==> src/rtl/sonar_arrival_timer_pkg.sv <==
// Shared types and default sizes for the sonar arrival timer.
package sonar_arrival_timer_pkg;

    localparam int unsigned SONAR_NUM_CH = 4;
    localparam int unsigned SONAR_CNT_W  = 16;

    typedef enum logic [2:0] {
        IDLE  = 3'd0,
        ARMED = 3'd1,
        COUNT = 3'd2,
        DONE  = 3'd3,
        HOLD  = 3'd4
    } state_t;

endpackage

==> src/rtl/sonar_toggle_counter.sv <==
// Synchronous up-counter built from a chain of enabled toggle cells.
module sonar_toggle_counter
    import sonar_arrival_timer_pkg::*;
#(
    parameter int unsigned CNT_W = SONAR_CNT_W
) (
    input  logic             clk,
    input  logic             resetn,
    input  logic             enable,
    input  logic             clear,
    output logic [CNT_W-1:0] count
);

    logic [CNT_W-1:0] toggle;

    // Cell k toggles when enabled and every lower bit is already 1.
    assign toggle[0] = enable;
    for (genvar k = 1; k < CNT_W; k++) begin : g_chain
        assign toggle[k] = toggle[k-1] & count[k-1];
    end

    always_ff @(posedge clk or negedge resetn) begin
        if (!resetn) begin
            count <= '0;
        end else if (clear) begin
            count <= '0;
        end else begin
            count <= count ^ toggle;
        end
    end

endmodule

==> src/rtl/sonar_arrival_timer.sv <==
// Measures per-channel hydrophone arrival times for one sonar ping and holds
// the results until the navigation interface acknowledges them.
module sonar_arrival_timer
    import sonar_arrival_timer_pkg::*;
#(
    parameter int unsigned NUM_CH  = SONAR_NUM_CH,
    parameter int unsigned CNT_W   = SONAR_CNT_W,
    parameter int unsigned TIMEOUT = 50000,
    parameter int unsigned HOLDOFF = 1000
) (
    input  logic                    clk,
    input  logic                    resetn,
    input  logic                    arm,
    input  logic [NUM_CH-1:0]       ch_hit,
    input  logic                    ack,
    output logic                    busy,
    output logic                    done,
    output logic                    timed_out,
    output logic [NUM_CH-1:0]       hit_mask,
    output logic [NUM_CH*CNT_W-1:0] arr_time
);

    localparam int unsigned HO_W = $clog2(HOLDOFF + 1);

    state_t            state;
    logic [NUM_CH-1:0] prev_hit;
    logic [NUM_CH-1:0] rise;
    logic [NUM_CH-1:0] new_mask;
    logic [CNT_W-1:0]  count;
    logic [HO_W-1:0]   holdoff;
    logic              all_hit;
    logic              at_timeout;
    logic              cnt_en;
    logic              cnt_clr;

    sonar_toggle_counter #(
        .CNT_W (CNT_W)
    ) u_counter (
        .clk    (clk),
        .resetn (resetn),
        .enable (cnt_en),
        .clear  (cnt_clr),
        .count  (count)
    );

    // Edge detect, capture completion and counter control.
    always_comb begin
        rise       = ch_hit & ~prev_hit;
        new_mask   = hit_mask | rise;
        all_hit    = &new_mask;
        at_timeout = (count == CNT_W'(TIMEOUT));
        cnt_clr    = (state == IDLE) && arm;
        cnt_en     = 1'b0;
        if (state == ARMED) begin
            // Start counting on the first edge so the first COUNT cycle reads 1.
            cnt_en = (|rise) && !all_hit;
        end else if (state == COUNT) begin
            cnt_en = !all_hit && !at_timeout;
        end
    end

    always_ff @(posedge clk or negedge resetn) begin
        if (!resetn) begin
            state     <= IDLE;
            prev_hit  <= '0;
            holdoff   <= '0;
            busy      <= 1'b0;
            done      <= 1'b0;
            timed_out <= 1'b0;
            hit_mask  <= '0;
            arr_time  <= '0;
        end else begin
            prev_hit <= ch_hit;
            case (state)
                IDLE: begin
                    if (arm) begin
                        hit_mask  <= '0;
                        arr_time  <= '0;
                        timed_out <= 1'b0;
                        busy      <= 1'b1;
                        state     <= ARMED;
                    end
                end
                ARMED: begin
                    if (|rise) begin
                        for (int unsigned i = 0; i < NUM_CH; i++) begin
                            if (rise[i]) begin
                                arr_time[i*CNT_W +: CNT_W] <= '0;
                            end
                        end
                        hit_mask <= new_mask;
                        if (all_hit) begin
                            done  <= 1'b1;
                            state <= DONE;
                        end else begin
                            state <= COUNT;
                        end
                    end
                end
                COUNT: begin
                    // Only the first edge of each channel is recorded.
                    for (int unsigned i = 0; i < NUM_CH; i++) begin
                        if (rise[i] && !hit_mask[i]) begin
                            arr_time[i*CNT_W +: CNT_W] <= count;
                        end
                    end
                    hit_mask <= new_mask;
                    if (all_hit) begin
                        done      <= 1'b1;
                        timed_out <= 1'b0;
                        state     <= DONE;
                    end else if (at_timeout) begin
                        done      <= 1'b1;
                        timed_out <= 1'b1;
                        state     <= DONE;
                    end
                end
                DONE: begin
                    if (ack) begin
                        done    <= 1'b0;
                        holdoff <= HO_W'(HOLDOFF);
                        state   <= HOLD;
                    end
                end
                HOLD: begin
                    // Ringing-decay window; busy drops when the count reaches 0.
                    holdoff <= holdoff - HO_W'(1);
                    if (holdoff == HO_W'(1)) begin
                        busy  <= 1'b0;
                        state <= IDLE;
                    end
                end
                default: begin
                    busy  <= 1'b0;
                    done  <= 1'b0;
                    state <= IDLE;
                end
            endcase
        end
    end

endmodule
==> config.mk <==
export PLATFORM = sky130hd
export DESIGN_NAME = sonar_arrival_timer
export DESIGN_NICKNAME = d
export VERILOG_FILES = /design/src/rtl/sonar_arrival_timer_pkg.sv /design/src/rtl/sonar_toggle_counter.sv /design/src/rtl/sonar_arrival_timer.sv
export SDC_FILE = /design/constraint.sdc
export NUM_CORES = 1
export LEC_CHECK = 0
export CORE_ASPECT_RATIO = 0.5
export CORE_MARGIN = 2
export CORE_UTILIZATION = 40
export CTS_BUF_LIST = sky130_fd_sc_hd__clkbuf_4 sky130_fd_sc_hd__clkbuf_8
export DETAILED_ROUTE_END_ITERATION = 7
export GPL_TIMING_DRIVEN = 0
export PLACE_DENSITY_LB_ADDON = 0.15
export SLEW_MARGIN = 20
export SYNTH_ARGS = -nofsm -noshare
export SYNTH_HDL_FRONTEND = slang
export SYNTH_SLANG_ARGS = --single-unit
==> constraint.sdc <==
create_clock -name clk -period 4.85 [get_ports clk]
set_input_delay 0.485 -clock clk [delete_from_list [all_inputs] [get_ports clk]]
set_output_delay 0.485 -clock clk [all_outputs]
set_load 0.03 [all_outputs]
==> run summary, run 1 <==
status -> completed
die height -> 81.4 µm
leakage power -> 0.00288 µW
CP Data Required Time -> 5090 ps
hold crit path type -> input port to async pin
CP Capture Type -> flop
die footprint -> 12900 µm²
Routed WL per cell -> 17.0 µm
DRT Pass-1 Iters -> 4
peak supply drop -> 0.000224 V
pwr dens -> 477 nW/µm²
number of global-route vias before repair -> 3118
Critical R2R Capture -> u_counter.count[15]
Worst Path Arrival -> 4880 ps
mapped cell area -> 4800 µm²
post-synthesis average cell area -> 14.0 µm²
worst skew pair latency -> 380 ps
post-route clock period utilization -> 95.5%
DRC -> 0
Die Wd -> 159 µm
final hold viol count -> 0
vias post-DR -> 3021
clock share of power -> 20.5%
reg2reg start -> u_counter.count[11]
core area -> 11800 µm²
RSZ-0062 raised after global routing -> false
sw frac -> 38.0%
Synth Warn # -> 0
initial antenna violation count -> 0
async set-reset flop share out of synthesis -> 100%
Yosys cell types -> 52
largest net degree at the start of global routing -> 61
Max Root-Sink Buffers -> 2
GRT Util Overall -> 16.5%
TritonCTS Buffers -> 9
Detail Route Antenna Nets -> 0
gate count after technology mapping -> 342
fin nets -> 460
Setup violations, final -> 0
clock sinks -> 104
clk root buf -> clkbuf_8
post-layout minimum cycle time -> 4630 ps
Reg2Reg Depth -> 21
share of the synthesized area in the top cell type -> 54.2%
Placed Area -> 5810 µm²
max_cap viols -> 0
area delta synth->final -> 26.7%
PortBufs -> 78
area leader, netlist -> dfrtp_1
Pins Over Slew Limit -> 0
FMAX -> 216 MHz
Post-Syn Nets -> 367
# hold bufs at CTS -> 0
row cnt -> 28
design area -> 6080 µm²
Slew HR -> 51.0%
fillcell total -> 1022
layout cells sized above 1 -> 25.5%
sequential share of the synthesized area -> 54.2%
Starting Density -> 40.8%
FF+latch count, synth -> 104
Max FO, Critical Path -> 3
Final WS setup -> 218 ps
FF-to-FF setup slack -> 220 ps
post-place setup slack -> -225 ps
CP Class -> flop to flop
Ant. Diodes -> 0
Setup Skew -> 12.2 ps
hpwl dp -> 7340 µm
io pins -> 79
top cells by area, synth -> dfrtp_1, mux2_4, mux2_2
RD Place Congestion -> 0.826
Worst-path clk slew -> 100 ps
dominant synthesized flop cell -> dfrtp_1
cell internal pwr -> 1800 µW
Routed WL -> 10300 µm
DR vias/cell -> 4.99
sequential share of power -> 36.2%
Post-synth EDFFs -> 0
Gate power share -> 43.4%
H-tree depth -> 3
Overflow after GRT -> 0
global-route wire length before repair -> 16400 µm
worst slew pin tran -> 725 ps
CTS tree -> done
total power draw -> 2900 µW
initial DRC count -> 193
Startpoint Class -> flop
sw power -> 1100 µW
-- worst max-delay path, stage by stage, from the launching register on --
cell	delay, ps
dfrtp_1	410
or4b_4	550
nor4_4	340
o22a_1	180
nor3_1	70
ha_1	190
ha_1	180
ha_1	180
ha_1	180
ha_1	180
ha_1	190
ha_1	180
ha_1	180
ha_2	170
ha_1	180
ha_2	180
ha_1	180
ha_1	180
ha_1	180
ha_1	190
xnor2_1	160
nor2_1	50
-- synth_stat cells, types with 3 or more instances --
cell type  count
a211oi_4       3
mux2_2        24
nor4_1         3
and3_1        16
o21ai_0        8
nand2_1        9
mux2_4        40
nand3_1        4
nor2_1        11
clkbuf_1       7
xnor2_1        4
nand2b_1       4
dfrtp_1      104
ha_1          17
inv_1          7
buf_8          4
xor2_1         3
o22a_1         3
nor3_1         4
nor2b_1       17
a21oi_1       12
-- worst max-delay path by stage --
stage,slack (ps),start,endpoint
2_1_floorplan,400,u_counter.count[0],u_counter.count[14]
3_3_place_gp,-420,resetn,arr_time[58]
3_5_place_dp,-220,ch_hit[3],u_counter.count[15]
4_1_cts,20,u_counter.count[3],u_counter.count[15]
5_1_grt,20,u_counter.count[11],u_counter.count[15]
6_report,220,u_counter.count[11],u_counter.count[15]
-- cell usage in the layout, fill, tap and decap left out, types with 4 or more instances in the layout --
master / instances
o21ai_0: 8
nand2b_1: 4
dfrtp_1: 104
mux2_4: 40
nor2_1: 11
xnor2_1: 4
nand2_1: 9
clkbuf_1: 7
mux2_2: 24
nor2b_1: 16
buf_8: 4
clkbuf_8: 9
ha_1: 15
inv_1: 7
nor3_1: 4
clkdlybuf4s50_1: 77
and3_1: 16
a21oi_1: 12
nand3_1: 4
-- timing repair --
action / 4_1_cts / 5_1_grt
endpoints found under the setup margin: 2 / 2
setup buffers: 1 / 2
pin swaps: 2 / 2
resized for setup: 0 / 8
-- cell type report --
class,count,area (µm²),share of cell area (%)
buffer,13,103,1.69
clock buffer,11,139,2.28
clock inverter,5,81.3,1.34
inverter,7,26.3,0.432
multi-input combinational,218,2100,34.5
sequential,104,2600,42.8
tap,165,206,3.40
timing repair buffer,82,825,13.6
-- power groups by stage --
stage	clock (µW)	sequential (µW)	combinational [µW]
2_1_floorplan	0	1170	787
3_3_place_gp	0	1060	1220
3_5_place_dp	0	1070	1250
4_1_cts	614	1050	1260
5_1_grt	649	1070	1340
6_report	594	1050	1260
-- cells by family (layout without fill, tap and decap cells) --
group	after synthesis	in the layout	synth area share (%)
muxes	64	64	18.1
adders and majority gates	17	17	4.43
DFF	104	104	54.2
AOI/OAI and AO/OA	41	41	7.33
and+or+nand+nor	89	89	11.9
buffers and inverters	20	118	2.69
xor gates and xnor gates	7	7	1.28
-- through the flow --
step	hold slack, ps	std cells	utilization, %	TNS, ps
floorplan	189	342	-	0
global placement	490	585	49.1	-43540
detailed placement	495	586	49.3	-482
CTS	89.2	603	51.3	0
global route	96.8	605	51.6	0
finish	64.4	605	51.6	0
-- registers in the layout (all words and copies together) (netlist names) --
register,cells
arr_time,64
u_counter.count,16
holdoff,10
hit_mask,4
prev_hit,4
state,3
busy,1
done,1
timed_out,1
-- routing by layer --
layer	GRT usage [%]	part of all wire (%)	vias up	routed length, µm
met5	0	0	-	0
met4	4.36	0.87	0	89
met3	5.05	4.9	10	503
met2	25.5	45	72	4620
met1	22.9	49	1528	5050
li1	-	-	1411	-
Power figures use the tool's default switching activity.
==> run 2: changes to the inputs <==
--- a/config.mk
+++ b/config.mk
@@ -5,10 +5,9 @@
 export SDC_FILE = /design/constraint.sdc
 export NUM_CORES = 1
 export LEC_CHECK = 0
-export CORE_ASPECT_RATIO = 0.5
+export CORE_ASPECT_RATIO = 1.1
 export CORE_MARGIN = 2
 export CORE_UTILIZATION = 40
-export CTS_BUF_LIST = sky130_fd_sc_hd__clkbuf_4 sky130_fd_sc_hd__clkbuf_8
 export DETAILED_ROUTE_END_ITERATION = 7
 export GPL_TIMING_DRIVEN = 0
 export PLACE_DENSITY_LB_ADDON = 0.15
==> run 2 against run 1 <==
  * Global-route usage decreased by 0.80 points
  * Cell count shrank 2.6%
  * Combinational power is essentially flat
  * Clock skew fell by 5.4 ps
  * Maximum frequency down 0.43%
  * Total power up 5.3%
  * Sequential share of layout area decreased by 0.50 points
  * Critical path depth stayed put
  * Via count decreased by 0.86%
  * Sequential cell count did not move
==> run summary, run 2 (same netlist as run 1, synthesis figures left out) <==
RSZ-0062 raised after global routing -> false
largest net degree at the start of global routing -> 68 (+11%)
Die Wd -> 108 µm (-32%)
Pins Over Slew Limit -> 0 (unchanged)
most frequent cells in the layout -> dfrtp_1, clkdlybuf4s50_1, mux2_4
cell family with most CP delay -> adder cells
peak supply drop -> 0.000279 V (+24%)
H-tree depth -> 3 (unchanged)
Routed WL -> 9470 µm (-7.7%)
CP most frequent cell -> ha_1
DRT Pass-1 Iters -> 4 (unchanged)
GRT Util Overall -> 15.7% (-0.80 points)
Routed WL per cell -> 16.1 µm (-5.2%)
die height -> 119 µm (+46%)
TritonCTS Buffers -> 9 (unchanged)
Core Util, Final -> 53.1% (+1.4 points)
worst path bufs/invs -> 0 (unchanged)
Fin Hold WS -> 36.6 ps (-27.8 ps)
io pins -> 79 (unchanged)
Max Root-Sink Buffers -> 2 (unchanged)
DRC -> 0 (unchanged)
Placed Area -> 5800 µm² (-0.19%)
global-route wire length before repair -> 15700 µm (-4.3%)
post-layout minimum cycle time -> 4650 ps (+19.8 ps)
initial DRC count -> 69 (-64%)
clock sinks -> 104 (unchanged)
Overflow after GRT -> 0 (unchanged)
Largest regs -> arr_time x64, u_counter.count x16, holdoff x10
hold crit path type -> input port to async pin
post-route clock period utilization -> 95.9% (+0.41 points)
vias post-DR -> 2995 (-0.86%)
dpl cells -> 571 (-2.6%)
initial antenna violation count -> 0 (unchanged)
Worst-path clk slew -> 70 ps (-30 ps)
DR vias/cell -> 5.08 (+1.8%)
fin nets -> 459 (-0.22%)
RD Place Congestion -> 0.789 (-4.5%)
Starting Density -> 41.4% (+0.62 points)
design area -> 6150 µm² (+1.2%)
Most Crowded Layer GR -> met2
CP Data Required Time -> 5050 ps (-40 ps)
Startpoint Class -> flop
area delta synth->final -> 28.2%
largest reg by FF count -> arr_time
core area -> 11600 µm² (-1.5%)
clk root buf -> clkbuf_16
Ant. Diodes -> 0 (unchanged)
CP Class -> flop to flop
Setup violations, final -> 0 (unchanged)
commonest non-fill, non-tap cell in the layout -> dfrtp_1
row cnt -> 41 (+46%)
Setup Skew -> 6.80 ps (-5.41 ps)
met1 GRT Util -> 22.2% (-0.67 points)
status -> completed
Slew HR -> 46.9% (-4.1 points)
worst slew pin tran -> 785 ps (+60.0 ps)
met3 Resource Use GR -> 2.19% (-2.9 points)
max_cap viols -> 0 (unchanged)
leakage power -> 0.00292 µW (+1.3%)
GR Util met2 -> 24.1% (-1.5 points)
hpwl dp -> 6750 µm (-8.1%)
crit-path cells -> or4b_4, nor4_4, o22a_1, nor3_1, ha_2, ha_1, ha_1, ha_1, ha_1, ha_1, ha_1, ha_1, ha_1, ha_1, ha_1, ha_1, ha_2, ha_1, ha_1, xnor2_1, nor2_1
setup TNS -> 0 ps (unchanged)
pwr dens -> 497 nW/µm² (+4.1%)
Detail Route Antenna Nets -> 0 (unchanged)
PortBufs -> 78 (unchanged)
die footprint -> 12900 µm² (-0.40%)
final std cells w/o fill -> 589 (-2.6%)
slowest CP cell -> or4b_4
FMAX -> 215 MHz (-0.43%)
Worst Path Arrival -> 4860 ps (-20 ps)
worst skew pair latency -> 340 ps (-40 ps)
final hold viol count -> 0 (unchanged)
layout cells sized above 1 -> 24.6% (-0.85 points)
slowest cell delay on critical path -> 550 ps (about the same)
number of global-route vias before repair -> 3054 (-2.1%)
max FFs per register -> 64 (unchanged)
Max FO, Critical Path -> 3 (unchanged)
CTS tree -> done
CP Capture Type -> flop
-- run 2: report_power, final --
part	internal [µW]	leakage (µW)	switching [µW]
Sequential	969	0.00139	82.5
Combinational	525	0.00138	701
Clock	469	0.000153	310
Total	1960	0.00292	1090
-- run 2: final cells by class --
cell class	instances	area [µm²]
multi-input combinational	218	2090
sequential	104	2600
clock buffer	12	246
inverter	7	26.3
timing repair buffer	81	825
buffer	13	103
fill	1034	5440
tap	150	188
clock inverter	4	76.3
-- run 2: per-stage QoR --
step / setup slack [ps] / power [µW]
after CTS: 19.6 / 3100
after global routing: 5.17 / 3230
final: 199 / 3060
after detailed placement: -172 / 2310
after global placement: -652 / 2290
after floorplan: 396 / 1950
-- run 2: final timing paths --
kind | end | slack [ps] | cells after the start | startpoint
max in group asynchronous | holdoff[1] | 4170 | 2 | resetn
max | u_counter.count[15] | 200 | 21 | u_counter.count[13]
min | arr_time[20] | 40 | 1 | resetn
min reg2reg | arr_time[29] | 510 | 1 | arr_time[29]
max reg2reg | u_counter.count[15] | 200 | 21 | u_counter.count[13]
min in group clk | arr_time[29] | 510 | 1 | arr_time[29]
-- run 2: what timing repair did --
item | CTS | global route
buffers inserted | 0 | 2
endpoints found under the hold margin | 0 | 0
setup endpoints to repair | 0 | 2
hold buffers | 0 | 0
gates resized for setup | 0 | 6
-- run 2: routing by layer --
layer / up-vias / part of all wire [%]
met5: - / 0
met4: 0 / 1.7
met3: 10 / 2.8
met2: 54 / 49
met1: 1519 / 47
li1: 1412 / -
==> run 3: changes to the inputs <==
==> constraint.sdc (replaced) <==
create_clock -name clk -period 4.6 [get_ports clk]
set_input_delay 0.46 -clock clk [delete_from_list [all_inputs] [get_ports clk]]
set_output_delay 0.46 -clock clk [all_outputs]
set_load 0.03 [all_outputs]
==> run 3 against run 2 <==
  * Setup slack got worse by 64 ps
  * Combinational power up 6%
  * Cell count grew 0.51%
  * Sequential share of layout area down 0.38 points
  * Largest power group unchanged
  * Maximum frequency is 4.2% higher
  * Total power increased by 5.6%
  * Hold slack lost 27 ps
  * Register-to-register slack worse by 60 ps
==> run summary, run 3 (same netlist as run 1, synthesis figures left out) <==
Starting Density -> 41.4% (unchanged)
FMAX -> 224 MHz (+4.2%)
Max Root-Sink Buffers -> 2 (unchanged)
die height -> 119 µm (unchanged)
Critical R2R Capture -> u_counter.count[15]
Largest regs -> arr_time x64, u_counter.count x16, holdoff x10
DRT Pass-1 Iters -> 4 (unchanged)
row cnt -> 41 (unchanged)
slowest CP cell -> or4b_4
Routed WL -> 9560 µm (+0.99%)
worst skew pair latency -> 340 ps (about the same)
Overflow after GRT -> 0 (unchanged)
area delta synth->final -> 29.4%
clk root buf -> clkbuf_16
io pins -> 79 (unchanged)
layout cells sized above 1 -> 26.9% (+2.3 points)
hold crit path type -> input port to async pin
Setup violations, final -> 0 (unchanged)
leakage power -> 0.00293 µW (+0.11%)
die footprint -> 12900 µm² (unchanged)
routed wl met3 -> 278 µm (+6.5%)
initial antenna violation count -> 0 (unchanged)
fin nets -> 462 (+0.65%)
status -> completed
Final WS setup -> 135 ps (-63.5 ps)
slowest cell delay on critical path -> 550 ps (about the same)
post-route clock period utilization -> 97.1% (+1.2 points)
met1 WL -> 4430 µm (-0.27%)
post-place setup slack -> -397 ps (-225 ps)
Reg2Reg Depth -> 21 (unchanged)
cell family with most CP delay -> adder cells
final hold viol count -> 0 (unchanged)
Ant. Diodes -> 0 (unchanged)
number of global-route vias before repair -> 3075 (+0.69%)
CP Capture Type -> flop
Worst-path clk slew -> 70 ps (about the same)
reg2reg start -> u_counter.count[12]
crit-path cells -> or4b_4, nor4_4, o22a_1, nor3_1, ha_2, ha_1, ha_2, ha_1, ha_1, ha_2, ha_2, ha_1, ha_1, ha_2, ha_1, ha_2, ha_2, ha_1, ha_2, xnor2_2, nor2_1
initial DRC count -> 63 (-8.7%)
H-tree depth -> 3 (unchanged)
Worst Path Arrival -> 4670 ps (-190 ps)
metal2 WL -> 4670 µm (+1.4%)
commonest non-fill, non-tap cell in the layout -> dfrtp_1
CP most frequent cell -> ha_2
Setup Skew -> 9.04 ps (+2.24 ps)
max FFs per register -> 64 (unchanged)
Worst Setup EP -> u_counter.count[15]
Routed WL per cell -> 16.2 µm (+0.48%)
Pins Over Slew Limit -> 0 (unchanged)
setup TNS -> 0 ps (unchanged)
global-route wire length before repair -> 15800 µm (+0.66%)
GRT Util Overall -> 15.8% (+0.092 points)
DR top layer -> met4
core area -> 11600 µm² (unchanged)
largest net degree at the start of global routing -> 68 (unchanged)
vias post-DR -> 3011 (+0.53%)
worst path bufs/invs -> 0 (unchanged)
CP Class -> flop to flop
pwr dens -> 520 nW/µm² (+4.7%)
CP Data Required Time -> 4810 ps (-240 ps)
Fin Hold WS -> 9.65 ps (-27.0 ps)
post-layout minimum cycle time -> 4460 ps (-186 ps)
CP Launch Point -> u_counter.count[12]
Levels on crit path -> 21 (unchanged)
RD Place Congestion -> 0.789 (unchanged)
hpwl dp -> 6750 µm (unchanged)
worst slew pin tran -> 840 ps (+54.6 ps)
PortBufs -> 78 (unchanged)
FF-to-FF setup slack -> 140 ps (-60 ps)
clock sinks -> 104 (unchanged)
most frequent cells in the layout -> dfrtp_1, clkdlybuf4s50_1, mux2_4
Die Wd -> 108 µm (unchanged)
Max FO, Critical Path -> 2 (-1)
max_cap viols -> 0 (unchanged)
largest reg by FF count -> arr_time
DR vias/cell -> 5.09 (about the same)
TritonCTS Buffers -> 9 (unchanged)
Detail Route Antenna Nets -> 0 (unchanged)
peak supply drop -> 0.000292 V (+4.6%)
Startpoint Class -> flop
CTS tree -> done
DRC -> 0 (unchanged)
Slew HR -> 43.2% (-3.7 points)
==> run 3: cell count changes in the layout (fill, tap and decap cells not counted) <==
cell,previous run,this run
ha_1,15,9
buf_4,2,5
xnor2_2,0,1
nor2b_4,2,3
xnor2_1,4,3
ha_2,2,8
nor4_1,3,2
nor4_2,0,1
nor2b_2,2,1
==> run 3: area by class of cell <==
class / count / area (µm²)
plain buffers: 13 / 103
clock buffers: 12 / 246
clock inverters: 4 / 76.3
fillers: 1034 / 5390
inverters: 7 / 26.3
multi-input cells: 218 / 2120
flip-flops and latches: 104 / 2600
well taps: 150 / 188
repair buffers: 84 / 847
==> run 3: metal layers <==
layer | vias to the layer above | track usage [%]
li1 | 1415 | -
met1 | 1529 | 22.3
met2 | 54 | 24.3
met3 | 13 | 2.19
met4 | 0 | 6.65
met5 | - | 0
==> run 3: how the worst min path moves through the flow <==
stage | slack [ps] | endpoint | startpoint
after floorplan | 160 | arr_time[0] | resetn
after global placement | 490 | holdoff[9] | holdoff[9]
after detailed placement | 390 | arr_time[20] | resetn
after CTS | 20 | arr_time[20] | resetn
after global routing | 30 | arr_time[20] | resetn
final | 10 | arr_time[20] | resetn
==> run 3: report_power, final <==
group | internal, µW | switching [µW] | leakage (µW)
registers | 1020 | 87.2 | 0.00139
logic | 555 | 740 | 0.00138
clock network | 494 | 330 | 0.000153
==> run 3: through the flow <==
stage                     instance area (µm²)  std cells  utilization, %  total power [µW]
after floorplan                          4800        342               -              2060
after global placement                   5770        570            49.7              2410
after detailed placement                 5800        571            50.0              2430
after CTS                                6160        590            53.1              3270
after global routing                     6210        592            53.6              3410
final                                    6210        592            53.6              3230
==> run 3: repair_timing <==
item | in CTS | in global routing
buffers inserted | 3 | 2
endpoints found under the hold margin | 0 | 0
hold buffers | 0 | 0
endpoints found under the setup margin | 3 | 2
pin swaps | 4 | 4
resized for setup | 5 | 10
